===== config.mk =====
export PLATFORM = sky130hd
export DESIGN_NAME = oc8051_shmem_resp
export DESIGN_NICKNAME = d
export VERILOG_FILES = /design/src/rtl/oc8051_shmem_resp.sv
export SDC_FILE = /design/constraint.sdc
export NUM_CORES = 2
export LEC_CHECK = 0
export BUFFER_PORTS_ARGS = -buffer_cell sky130_fd_sc_hd__buf_2
export CORE_MARGIN = 2
export CORE_UTILIZATION = 59
export CTS_BUF_LIST = sky130_fd_sc_hd__clkbuf_8
export DETAILED_ROUTE_END_ITERATION = 10
export PLACE_DENSITY = 0.75
export REMOVE_ABC_BUFFERS = 1
export SLEW_MARGIN = 20
export SYNTH_ARGS = -nofsm -noshare
export SYNTH_HDL_FRONTEND = slang
export SYNTH_SLANG_ARGS = --single-unit

===== constraint.sdc =====
create_clock -name clk -period 4.85 [get_ports clk]
set_input_delay 0.7275 -clock clk [delete_from_list [all_inputs] [get_ports clk]]
set_output_delay 0.7275 -clock clk [all_outputs]
set_load 0.01 [all_outputs]

===== src/rtl/oc8051_shmem_resp.sv =====
// Shared-memory responder: 256x8 store behind a one-byte address window, with wait states.
// Optional supervisor-region protection is built when OC8051_SHMEM_PROT_EN is defined.
module oc8051_shmem_resp #(
  parameter logic [7:0] BASE_HI     = 8'hF0,
  parameter int         WAIT_CYCLES = 1,
  parameter logic [7:0] PROT_LIMIT  = 8'h80
) (
  input  logic        clk,
  input  logic        rst,
  input  logic        stb,
  input  logic        wr,
  input  logic [15:0] addr,
  input  logic [7:0]  data_in,
  input  logic        priv_lvl,
  input  logic [15:0] dpc_ot,
  input  logic        selected_proc,
  output logic        ack,
  output logic [7:0]  data_out,
  output logic        viol,
  output logic [15:0] viol_addr,
  output logic [15:0] viol_pc,
  output logic        viol_proc,
  output logic [7:0]  viol_cnt
);

  typedef enum logic [1:0] {IDLE, WAIT, ACK} state_t;

  localparam bit         HAS_WAIT = (WAIT_CYCLES > 0);
  localparam logic [3:0] CNT_INIT = HAS_WAIT ? 4'(WAIT_CYCLES - 1) : 4'd0;

  state_t      state_q, state_d;
  logic [3:0]  cnt_q, cnt_d;
  logic [7:0]  off_q, data_q;
  logic        wr_q;
  logic [7:0]  mem [0:255];

  logic        hit, idle, accept, enter_ack, blocked, mem_we;
  logic [7:0]  cur_off, cur_data;
  logic        cur_wr;

  assign hit    = stb && (addr[15:8] == BASE_HI);
  assign idle   = (state_q == IDLE);
  assign accept = idle && hit;

  // With no wait states the access completes on the accepting edge, so use live inputs then.
  assign cur_off  = idle ? addr[7:0] : off_q;
  assign cur_wr   = idle ? wr        : wr_q;
  assign cur_data = idle ? data_in   : data_q;

  // NOTE: every variable gets a default first so no path leaves it unassigned (no latches).
  always_comb begin
    state_d = state_q;
    cnt_d   = cnt_q;
    unique case (state_q)
      IDLE: begin
        if (hit) begin
          if (HAS_WAIT) begin
            state_d = WAIT;
            cnt_d   = CNT_INIT;
          end else begin
            state_d = ACK;
          end
        end
      end
      WAIT: begin
        if (cnt_q == 4'd0) state_d = ACK;
        else               cnt_d   = cnt_q - 4'd1;
      end
      ACK:     state_d = IDLE;
      default: state_d = IDLE;
    endcase
  end

  assign enter_ack = (state_d == ACK);

  // NOTE: sequential state uses non-blocking assignments so all flops update from pre-edge values.
  always_ff @(posedge clk or posedge rst) begin
    if (rst) begin
      state_q  <= IDLE;
      cnt_q    <= 4'd0;
      ack      <= 1'b0;
      data_out <= 8'h00;
      off_q    <= 8'h00;
      data_q   <= 8'h00;
      wr_q     <= 1'b0;
    end else begin
      state_q <= state_d;
      cnt_q   <= cnt_d;
      ack     <= enter_ack;
      if (accept) begin
        off_q  <= addr[7:0];
        data_q <= data_in;
        wr_q   <= wr;
      end
      if (enter_ack && !cur_wr)
        data_out <= blocked ? 8'h00 : mem[cur_off];
    end
  end

  assign mem_we = enter_ack && cur_wr && !blocked && !rst;

  // NOTE: the storage array has no reset; its contents survive rst by design.
  always_ff @(posedge clk) begin
    if (mem_we) mem[cur_off] <= cur_data;
  end

`ifdef OC8051_SHMEM_PROT_EN
  logic        priv_q, proc_q;
  logic [15:0] pc_q;
  logic        cur_priv, cur_proc;
  logic [15:0] cur_pc;

  always_ff @(posedge clk or posedge rst) begin
    if (rst) begin
      priv_q <= 1'b0;
      proc_q <= 1'b0;
      pc_q   <= 16'h0000;
    end else if (accept) begin
      priv_q <= priv_lvl;
      proc_q <= selected_proc;
      pc_q   <= dpc_ot;
    end
  end

  assign cur_priv = idle ? priv_lvl      : priv_q;
  assign cur_proc = idle ? selected_proc : proc_q;
  assign cur_pc   = idle ? dpc_ot        : pc_q;
  assign blocked  = (cur_off >= PROT_LIMIT) && !cur_priv;

  // Upper address byte of an accepted request is always BASE_HI.
  always_ff @(posedge clk or posedge rst) begin
    if (rst) begin
      viol      <= 1'b0;
      viol_addr <= 16'h0000;
      viol_pc   <= 16'h0000;
      viol_proc <= 1'b0;
      viol_cnt  <= 8'h00;
    end else begin
      viol <= enter_ack && blocked;
      if (enter_ack && blocked) begin
        viol_addr <= {BASE_HI, cur_off};
        viol_pc   <= cur_pc;
        viol_proc <= cur_proc;
        if (viol_cnt != 8'hFF) viol_cnt <= viol_cnt + 8'd1;
      end
    end
  end
`else
  logic unused_prot;

  assign blocked     = 1'b0;
  assign viol        = 1'b0;
  assign viol_addr   = 16'h0000;
  assign viol_pc     = 16'h0000;
  assign viol_proc   = 1'b0;
  assign viol_cnt    = 8'h00;
  assign unused_prot = ^{priv_lvl, dpc_ot, selected_proc};
`endif

endmodule


==> impl_results.md <==
- Actual slew at the worst max-slew pin: 1150 ps
- TNS Setup: 0 ps
- CORE AREA: 0.131 mm^2
- Clock root buffer: clkbuf_8
- # port buffers: 36
- Final setup fails: 0
- DIE HEIGHT: 368 um
- Worst-path clk slew: 60 ps
- Number of synthesized flops with an enable pin: 2048
- Outcome: complete, no violations
- RSZ-0062 raised after global routing: no
- CTS sink cnt: 2080
- Drt drc: 0
- DP Worst Slack: 370 ps
- Routed wire per std cell: 30.3 um
- Via-per-instance ratio: 6.87
- Register area: 0.0623 mm^2
- Global Route Usage Sum: 30.6%
- Syn_area_per_cell: 16.9 um^2
- Static leakage: 27.6 nW
- Fraction of layout instances using a drive strength above 1: 14.0%
- Pwr per Cell Area: 397 mW/mm^2
- Final ANT Viol Nets: 0
- Slew HR: 23.5%
- Yosys warnings: 0
- Dpl hpwl: 121 mm
- Mapped Cells: 4622
- Fill cell count: 8404
- Ys flop type: edfxtp_1
- MaxCap Viol Count: 0
- Pwr Total: 34.7 mW
- Critical Path Fanout Max: 15
- #FFs+latches synth: 2080
- Initial antenna violation count: 8
- Detailed-route via count: 47442
- Startpoint Class: flip-flop
- Post-route clock period utilization: 89.0%
- Type of the most critical hold path: input port to flip-flop
- Vias in the first global route: 45487
- Post-route insts no fill: 6909
- Final Critical Period: 4320 ps
- Top Ports: 97
- Cell variety after synth: 54
- Starting DRC count in detailed routing: 7681
- Area of the multi-input gates: 0.0143 mm^2
- Max Slew Vio Count: 0
- CTS resizes: 0
- CTS H-tree depth: 5
- Fin. Hold Viols: 0
- Post CTS Setup Buffer Count: 0
- Max clock buf depth: 4
- TritonCTS clock tree: done
- FF-to-FF setup slack: 530 ps
- Die W: 368 um
- Mapped Area: 0.0782 mm^2
- Placed cells: 6335
- Initial Util: 59.5%
- Sequential-to-total area share from yosys stat: 79.6%
- First-pass GRT wire length: 303 mm
- Routed WL: 209 mm
- Post-Route Skew: 53.7 ps
- Cts bufs inserted: 324
- Later-pin clock latency in the skew report: 1010 ps
- Routability cong.: 0.887
- Area added between synthesis and finish: 11.6%
- Final setup margin: 532 ps
- Data arrival, critical path: 5220 ps
- Fmax achieved: 0.232 GHz
- Max VDD drop: 220 uV
- Hold Worst Slack: 80.6 ps
- Critical path endpoint category: flip-flop
- Pin count of the biggest net entering global routing: 176
- CP required: 5750 ps
- Row count: 133
- Async S/R FF share, synth: 1.54%
- Drt pass-1 iters: 7
- Nets: 4971
- GRT Residual Overflow: 0
- Crit Path Class: flip-flop to flip-flop
- Die area: 0.136 mm^2
==> stage by stage <==
step	utilization (%)	area, um^2
after global routing	66.4	87300
after global placement	62.0	81500
after CTS	66.3	87200
after floorplan	-	76400
final	66.4	87300
after detailed placement	62.0	81500
==> path summary, 6_finish.rpt <==
check                         endpoint  cells past startpoint  startpoint
max                        data_out[7]                     12  state_q[1]
min                           off_q[2]                      2     addr[2]
max reg2reg                data_out[7]                     12  state_q[1]
min reg2reg                   cnt_q[0]                      1    cnt_q[0]
max in group asynchronous     off_q[5]                      4         rst
min in group asynchronous     cnt_q[2]                      3         rst
==> cells in the mapped netlist (all sizes together), types with 32 or more instances <==
library cell	n	area share, %
a21oi	33	0.21
a221oi	67	0.76
a22oi	917	8.8
a31oi	64	0.52
and3	44	0.35
buf	273	2.1
clkbuf	112	0.54
dfrtp	32	1.0
edfxtp	2048	79
nand2	52	0.25
nand3	415	2.7
nand4	70	0.56
nor2	287	1.4
==> registers in the layout (all words and copies together) (netlist names) <==
| register | count |
|---|---|
| state_q | 2 |
| mem | 2048 |
| data_q | 8 |
| off_q | 8 |
| ack | 1 |
| data_out | 8 |
| cnt_q | 4 |
| wr_q | 1 |
==> final cells by class <==
type	count	share of cell area, %
Sequential cell	2080	71.4
Multi-Input combinational cell	2193	16.4
Clock buffer	329	5.19
Timing Repair Buffer	319	3.30
Tap cell	1755	2.52
Clock inverter	222	1.18
Inverter	5	0.0215
Antenna cell	6	0.0172
==> worst max-delay path, cell delays in order (launching register included) <==
cell       delay [ps]
dfrtp_1           450
nor2_4            100
buf_4             260
o31ai_4           860
buf_12            290
buf_4             220
a22oi_1           100
and3_1            190
a2111oi_0         950
a31oi_1           130
nand4_1           250
a22oi_1           190
a31oi_1           230
==> metal layers <==
layer  GRT usage [%]  vias up  wire length, um
li1                -    19602                -
met1            42.2    23410            74000
met2            45.8     3838            96100
met3            8.77      586            29500
met4            13.8        6             9790
met5               0        -               43
==> where the power goes <==
group          total (mW)  internal [mW]  switching (mW)
Combinational        1.90          0.501            1.40
Clock                13.0           6.54            6.49
Sequential           19.8           19.8         0.00777
Total                34.7           26.8            7.90
==> cells by family after synthesis <==
kind of cell    after synthesis  synth area share [%]
compound gates             1210                  11.7
buf+inv                     390                  2.61
xor+xnor                      2                0.0224
other cells                   1               0.00479
flops                      2080                  79.6
simple gates                904                  5.53
fa+ha+maj                     2                0.0320
mux                          33                 0.477
==> cells in the final DEF (no fill, tap or decap), types with 6 or more instances in the layout <==
cell and instances:
nand3_1 415, clkbuf_8 329, a31oi_1 61, nor4_1 6, mux2_2 18, a21oi_1 33
clkinv_1 82, nor2_1 276, a22oi_1 917, buf_4 226, clkinv_2 24, a221oi_1 66
nor2_2 6, o21ai_0 13, inv_1 108, a32o_1 8, mux2_8 8, a22o_1 23
a2111oi_0 13, dfrtp_1 32, diode_2 6, edfxtp_1 2048, nand2_1 52, and3_1 44
a221o_1 23, a32oi_1 24, buf_12 40, dlygate4sd3_1 15, buf_2 36, nand4_1 70
conb_1 42
==> timing repair <==
action,in CTS,in global routing
hold buffers,15,0
hold endpoints to repair,46,0
endpoints found under the setup margin,0,0
Note: power is estimated with default switching activity, not from simulation.
